$ cat src/rtl/gerenciador_requisicoes_if.sv
// rtl/gerenciador_requisicoes_if.sv - request-manager bus: buttons/floor status in, pending/target out
interface gerenciador_requisicoes_if #(
    parameter int N_ANDARES = 5,
    parameter int W_ANDAR   = 3
);
    logic [N_ANDARES-1:0] req_btn;
    logic [W_ANDAR-1:0]   andar_atual;
    logic                 parado;
    logic [N_ANDARES-1:0] pendentes;
    logic [W_ANDAR-1:0]   andar_alvo;
    logic                 alvo_valido;
    logic [1:0]           direcao;
    logic                 atendido;

    modport master (
        output req_btn, andar_atual, parado,
        input  pendentes, andar_alvo, alvo_valido, direcao, atendido
    );

    modport slave (
        input  req_btn, andar_atual, parado,
        output pendentes, andar_alvo, alvo_valido, direcao, atendido
    );
endinterface

$ cat src/rtl/gerenciador_requisicoes.sv
// rtl/gerenciador_requisicoes.sv - debounced floor-request latch with SCAN target selection
module gerenciador_requisicoes #(
    parameter int N_ANDARES       = 5,
    parameter int W_ANDAR         = 3,
    parameter int DEBOUNCE_CYCLES = 4
) (
    input  logic                       clk,
    input  logic                       reset,
    gerenciador_requisicoes_if.slave   bus
);
    localparam int CW = $clog2(DEBOUNCE_CYCLES + 1);
    localparam logic [W_ANDAR:0] N_LIM = (W_ANDAR + 1)'(N_ANDARES);

    typedef enum logic [1:0] {
        OCIOSO   = 2'b00,
        SUBINDO  = 2'b01,
        DESCENDO = 2'b10
    } dir_e;

    logic [N_ANDARES-1:0] sync1_q, sync2_q;
    logic [N_ANDARES-1:0] deb_q, deb_d, deb_prev_q;
    logic [CW-1:0]        cnt_q [N_ANDARES];
    logic [CW-1:0]        cnt_d [N_ANDARES];
    logic [N_ANDARES-1:0] pend_q, pend_d;
    logic [N_ANDARES-1:0] set_vec, clr_mask;
    logic                 atendido_q, atendido_d;
    logic                 valido_q, valido_d;
    logic [W_ANDAR-1:0]   alvo_q, alvo_d;
    dir_e                 state_q, state_d;
    logic                 in_range;
    logic                 any_above, any_below;
    logic [W_ANDAR-1:0]   low_above, high_below;

    assign in_range = ({1'b0, bus.andar_atual} < N_LIM);

    // Counter runs only while the synchronised level disagrees with the accepted one.
    always_comb begin
        for (int i = 0; i < N_ANDARES; i++) begin
            deb_d[i] = deb_q[i];
            cnt_d[i] = '0;
            if (sync2_q[i] != deb_q[i]) begin
                if (cnt_q[i] == CW'(DEBOUNCE_CYCLES)) begin
                    deb_d[i] = sync2_q[i];
                end else begin
                    cnt_d[i] = cnt_q[i] + 1'b1;
                end
            end
        end
    end

    assign set_vec = deb_q & ~deb_prev_q;

    // A fresh press at the stopped floor is cleared in the same cycle it would be set.
    always_comb begin
        for (int i = 0; i < N_ANDARES; i++) begin
            clr_mask[i] = bus.parado && in_range
                          && (bus.andar_atual == W_ANDAR'(i))
                          && (pend_q[i] || set_vec[i]);
        end
        pend_d     = (pend_q | set_vec) & ~clr_mask;
        atendido_d = |clr_mask;
        valido_d   = |pend_q;
    end

    always_comb begin
        any_above  = 1'b0;
        any_below  = 1'b0;
        low_above  = '0;
        high_below = '0;
        for (int i = N_ANDARES - 1; i >= 0; i--) begin
            if (pend_q[i] && (W_ANDAR'(i) > bus.andar_atual)) begin
                any_above = 1'b1;
                low_above = W_ANDAR'(i);
            end
        end
        for (int i = 0; i < N_ANDARES; i++) begin
            if (pend_q[i] && (W_ANDAR'(i) < bus.andar_atual)) begin
                any_below  = 1'b1;
                high_below = W_ANDAR'(i);
            end
        end
    end

    always_comb begin
        state_d = state_q;
        alvo_d  = alvo_q;
        if (pend_q == '0) begin
            state_d = OCIOSO;
        end else if (in_range) begin
            case (state_q)
                DESCENDO: begin
                    if (any_below) begin
                        alvo_d = high_below;
                    end else if (any_above) begin
                        state_d = SUBINDO;
                        alvo_d  = low_above;
                    end else begin
                        state_d = OCIOSO;
                        alvo_d  = bus.andar_atual;
                    end
                end
                default: begin
                    // OCIOSO and SUBINDO both prefer going up first.
                    if (any_above) begin
                        state_d = SUBINDO;
                        alvo_d  = low_above;
                    end else if (any_below) begin
                        state_d = DESCENDO;
                        alvo_d  = high_below;
                    end else begin
                        state_d = OCIOSO;
                        alvo_d  = bus.andar_atual;
                    end
                end
            endcase
        end
    end

    always_ff @(posedge clk or negedge reset) begin
        if (!reset) begin
            sync1_q    <= '0;
            sync2_q    <= '0;
            deb_q      <= '0;
            deb_prev_q <= '0;
            for (int i = 0; i < N_ANDARES; i++) begin
                cnt_q[i] <= '0;
            end
            pend_q     <= '0;
            atendido_q <= 1'b0;
            valido_q   <= 1'b0;
            alvo_q     <= '0;
            state_q    <= OCIOSO;
        end else begin
            sync1_q    <= bus.req_btn;
            sync2_q    <= sync1_q;
            deb_q      <= deb_d;
            deb_prev_q <= deb_q;
            for (int i = 0; i < N_ANDARES; i++) begin
                cnt_q[i] <= cnt_d[i];
            end
            pend_q     <= pend_d;
            atendido_q <= atendido_d;
            valido_q   <= valido_d;
            alvo_q     <= alvo_d;
            state_q    <= state_d;
        end
    end

    assign bus.pendentes   = pend_q;
    assign bus.andar_alvo  = alvo_q;
    assign bus.alvo_valido = valido_q;
    assign bus.direcao     = state_q;
    assign bus.atendido    = atendido_q;
endmodule

$ cat src/flat_wrapper.sv
// flat-port wrapper written by rule: the top's interface ports become plain ports
module gerenciador_requisicoes_flat 
#(
    parameter int N_ANDARES       = 5,
    parameter int W_ANDAR         = 3,
    parameter int DEBOUNCE_CYCLES = 4
)
  (clk, reset, bus_req_btn, bus_andar_atual, bus_parado, bus_pendentes, bus_andar_alvo, bus_alvo_valido, bus_direcao, bus_atendido);
  gerenciador_requisicoes_if #(.N_ANDARES(N_ANDARES), .W_ANDAR(W_ANDAR)) bus_i ();
  input  logic clk;
  input  logic reset;
  input wire logic [$bits(bus_i.req_btn)-1:0] bus_req_btn;
  input wire logic [$bits(bus_i.andar_atual)-1:0] bus_andar_atual;
  input wire logic [$bits(bus_i.parado)-1:0] bus_parado;
  output wire logic [$bits(bus_i.pendentes)-1:0] bus_pendentes;
  output wire logic [$bits(bus_i.andar_alvo)-1:0] bus_andar_alvo;
  output wire logic [$bits(bus_i.alvo_valido)-1:0] bus_alvo_valido;
  output wire logic [$bits(bus_i.direcao)-1:0] bus_direcao;
  output wire logic [$bits(bus_i.atendido)-1:0] bus_atendido;
  assign bus_i.req_btn = bus_req_btn;
  assign bus_i.andar_atual = bus_andar_atual;
  assign bus_i.parado = bus_parado;
  assign bus_pendentes = bus_i.pendentes;
  assign bus_andar_alvo = bus_i.andar_alvo;
  assign bus_alvo_valido = bus_i.alvo_valido;
  assign bus_direcao = bus_i.direcao;
  assign bus_atendido = bus_i.atendido;
  gerenciador_requisicoes #(.N_ANDARES(N_ANDARES), .W_ANDAR(W_ANDAR), .DEBOUNCE_CYCLES(DEBOUNCE_CYCLES)) u_core (.clk(clk), .reset(reset), .bus(bus_i));
endmodule
$ cat config.mk
export PLATFORM = sky130hd
export DESIGN_NAME = gerenciador_requisicoes_flat
export DESIGN_NICKNAME = d
export VERILOG_FILES = /design/src/rtl/gerenciador_requisicoes_if.sv /design/src/rtl/gerenciador_requisicoes.sv /design/src/flat_wrapper.sv
export SDC_FILE = /design/constraint.sdc
export NUM_CORES = 1
export LEC_CHECK = 0
export CAP_MARGIN = 20
export CORE_AREA = 2 2 66 68
export CTS_CLUSTER_SIZE = 20
export DETAILED_ROUTE_END_ITERATION = 7
export DIE_AREA = 0 0 68 70
export HOLD_SLACK_MARGIN = 0.08
export PLACE_DENSITY = 0.82
export SKIP_LAST_GASP = 1
export SLEW_MARGIN = 20
export SYNTH_ARGS = -nofsm -noshare
export SYNTH_HDL_FRONTEND = slang
export SYNTH_SLANG_ARGS = --single-unit
$ cat constraint.sdc
create_clock -name clk -period 1.8 [get_ports clk]
set_input_delay 0.54 -clock clk [delete_from_list [all_inputs] [get_ports clk]]
set_output_delay 0.54 -clock clk [all_outputs]
set_load 0.02 [all_outputs]
==> flow_summary.json <==
{
  "grt_pass1_wl_um": 6440,
  "clock-root-buffer": "clkbuf_8",
  "cts_tree": "done",
  "path_cells": "dlygate4sd2_1, nor4_4, nor3_2, o21a_1, or3_1, a31oi_1",
  "powerDensity_nw_per_um2": 1390,
  "setup_viol": 0,
  "finalCritPeriodShare_pct": 95.3,
  "ff2ff_path_depth": 6,
  "cts.clk_slew.worst_paths_ns": 0.08,
  "async_flop_share_pct": 100,
  "worst_clock_skew_ns": 0.00616,
  "final_cell_mix": "dfrtp_1, inv_1, nor2_1, buf_4",
  "synth_edf_count": 0,
  "totalPowerFinal_mw": 3.68,
  "cts_hold_buf": 0,
  "synth_nets": 216,
  "antenna_found_initial": 0,
  "max_slew_margin_pct": 73.0,
  "synthFlopType": "dfrtp_1",
  "rows": 24,
  "final_common_cell": "dfrtp_1",
  "dp_cells": 284,
  "slowest_stage": "or3_1",
  "endpoint_kind": "register",
  "status": "finished clean",
  "clock_sinks": 47,
  "critPathArrivalTime_ns": 1.94,
  "drt-initial-drc-count": 95,
  "crit_fanout": 4,
  "grt_max_degree": 48,
  "worst_slew_pin_slew_ns": 0.402,
  "die_w_um": 68,
  "required_ns": 2.02,
  "syn_area_per_cell_um2": 11.0,
  "drt_pre_antenna_iters": 4,
  "rsz0062_at_grt": "no",
  "n_fill_cell": 324,
  "grt-ovfl-total": 0,
  "slowest_delay_ns": 0.34,
  "fmax_mhz": 583,
  "routed_wl_um": 3820,
  "initial_core_util_pct": 51.8,
  "dieArea_um2": 4760,
  "final_area_um2": 2650,
  "synthCells": 195,
  "cts_inserted_buffers": 5,
  "cap_violations": 0,
  "cts_setup_buffers": 0,
  "finalHoldViolations": 0,
  "synth-seq-cells": 47,
  "hold_ws_ns": 0.198,
  "area_growth_pct": 23.4,
  "clk_latency_ns": 0.30,
  "drive_above_1_share_pct": 17.5,
  "clockBufferDepth": 2,
  "fin_cells": 292,
  "ir_drop_uv": 529,
  "setup_tns_ns": 0,
  "cts_max_level": 2,
  "ios": 23,
  "syn_area_um2": 2150,
  "yosysSeqAreaShare_pct": 54.8,
  "num_antenna_cells": 0,
  "gp_congestion": 0.926,
  "vias_per_cell": 5.33,
  "yosys_warnings": 0,
  "io_buffer_count": 22,
  "final_nets": 260,
  "start_kind": "input pin",
  "crit_type": "in -> reg",
  "die_h_um": 70,
  "hp-class": "in -> async",
  "dp_hpwl_um": 2810,
  "wl_per_cell_um": 13.1,
  "period_minus_slack_ns": 1.72,
  "drcViolationCount": 0,
  "synthDistinctLibCells": 43,
  "placed_area_um2": 2560,
  "coreArea_um2": 4140,
  "ant_nets": 0,
  "drv_slew": 0,
  "via_count": 1556,
  "power.leakage_nw": 1.20,
  "grt_pass1_vias": 1475,
  "track_usage_pct": 18.3
}
==> worst max-delay path: cells and delay by family <==
kind                   cells  cell delay, ns
AO/OA/AOI/OAI              2            0.35
buffers and inverters      1            0.30
AND/OR/NAND/NOR            3            0.75
==> synthesized netlist by cell type, types with 4 or more instances <==
cell type | n | area share, %
ha_1 | 10 | 5.8
nor2_1 | 18 | 3.1
inv_1 | 20 | 3.5
nor3b_1 | 5 | 1.7
nand2_1 | 8 | 1.4
mux2i_1 | 4 | 1.9
o21ai_0 | 10 | 2.3
dfrtp_1 | 47 | 55
nor2b_1 | 6 | 1.7
nor3_1 | 4 | 0.93
xnor2_1 | 5 | 2.0
mux2_2 | 5 | 2.6
a21oi_1 | 14 | 3.3
a31oi_1 | 4 | 1.2
==> flip-flops by register name, summed over array words and instances, names as in the netlist <==
| register | flops |
|---|---|
| u_core.deb_prev_q | 5 |
| u_core.bus.andar_alvo | 3 |
| u_core.bus.pendentes | 5 |
| u_core.bus.direcao | 2 |
| u_core.sync2_q | 5 |
| u_core.bus.atendido | 1 |
| u_core.bus.alvo_valido | 1 |
| u_core.deb_q | 5 |
| u_core.cnt_q | 15 |
| u_core.sync1_q | 5 |
==> through the flow <==
stage               utilization, %  setup slack [ns]
global placement              61.7            -0.423
detailed placement            61.7            -0.461
floorplan                        -             0.108
finish                        63.9            0.0844
global route                  63.9           0.00288
CTS                           63.7            0.0120
==> timing repair <==
item | CTS | global route
pin swaps | 1 | 0
resized for setup | 15 | 4
endpoints found under the setup margin | 16 | 4
==> per-layer routing <==
layer  track usage [%]  part of all wire [%]  up-vias
met5                 0                     0        -
met2              30.0                    51       40
li1                  -                     -      750
met3              5.15                   5.1        8
met4              8.22                   2.3        0
met1              21.8                    42      758
==> layout make-up <==
cell class | count | area (um^2) | area share [%]
clock buffer | 6 | 72.6 | 2.74
clock inverter | 2 | 16.3 | 0.614
inverter | 21 | 78.8 | 2.98
multi-input combinational | 122 | 868 | 32.8
sequential | 47 | 1180 | 44.4
tap | 52 | 65.1 | 2.46
timing repair buffer | 42 | 370 | 14.0
==> cells by family after synthesis <==
kind of cell	share of synthesized area [%]
and+or+nand+nor	13.1
buffers and inverters	5.13
muxes	5.54
AOI/OAI and AO/OA	13.5
DFF	54.8
adders and majority gates	5.83
xor gates and xnor gates	2.04
==> worst paths after layout <==
kind | end | slack, ns | from
worst min register to register | u_core.sync2_q[1]$_DFF_PN0_ | 0.35 | u_core.sync1_q[1]$_DFF_PN0_
min in group clk | u_core.sync2_q[1]$_DFF_PN0_ | 0.35 | u_core.sync1_q[1]$_DFF_PN0_
worst min-delay path | u_core.cnt_q[8]$_DFF_PN0_ | 0.20 | reset
worst max register to register | u_core.bus.andar_alvo[0]$_DFFE_PN0P_ | 0.09 | u_core.bus.pendentes[0]$_DFF_PN0_
worst max-delay path | u_core.bus.andar_alvo[0]$_DFFE_PN0P_ | 0.08 | bus_andar_atual[0]
max in group asynchronous | u_core.cnt_q[5]$_DFF_PN0_ | 1.39 | reset
==> where the power goes <==
part,internal [mW],switching [mW]
combinational,0.657,0.743
sequential,1.39,0.270
clock,0.279,0.345
No activity file was read; power rests on OpenSTA's default activity.
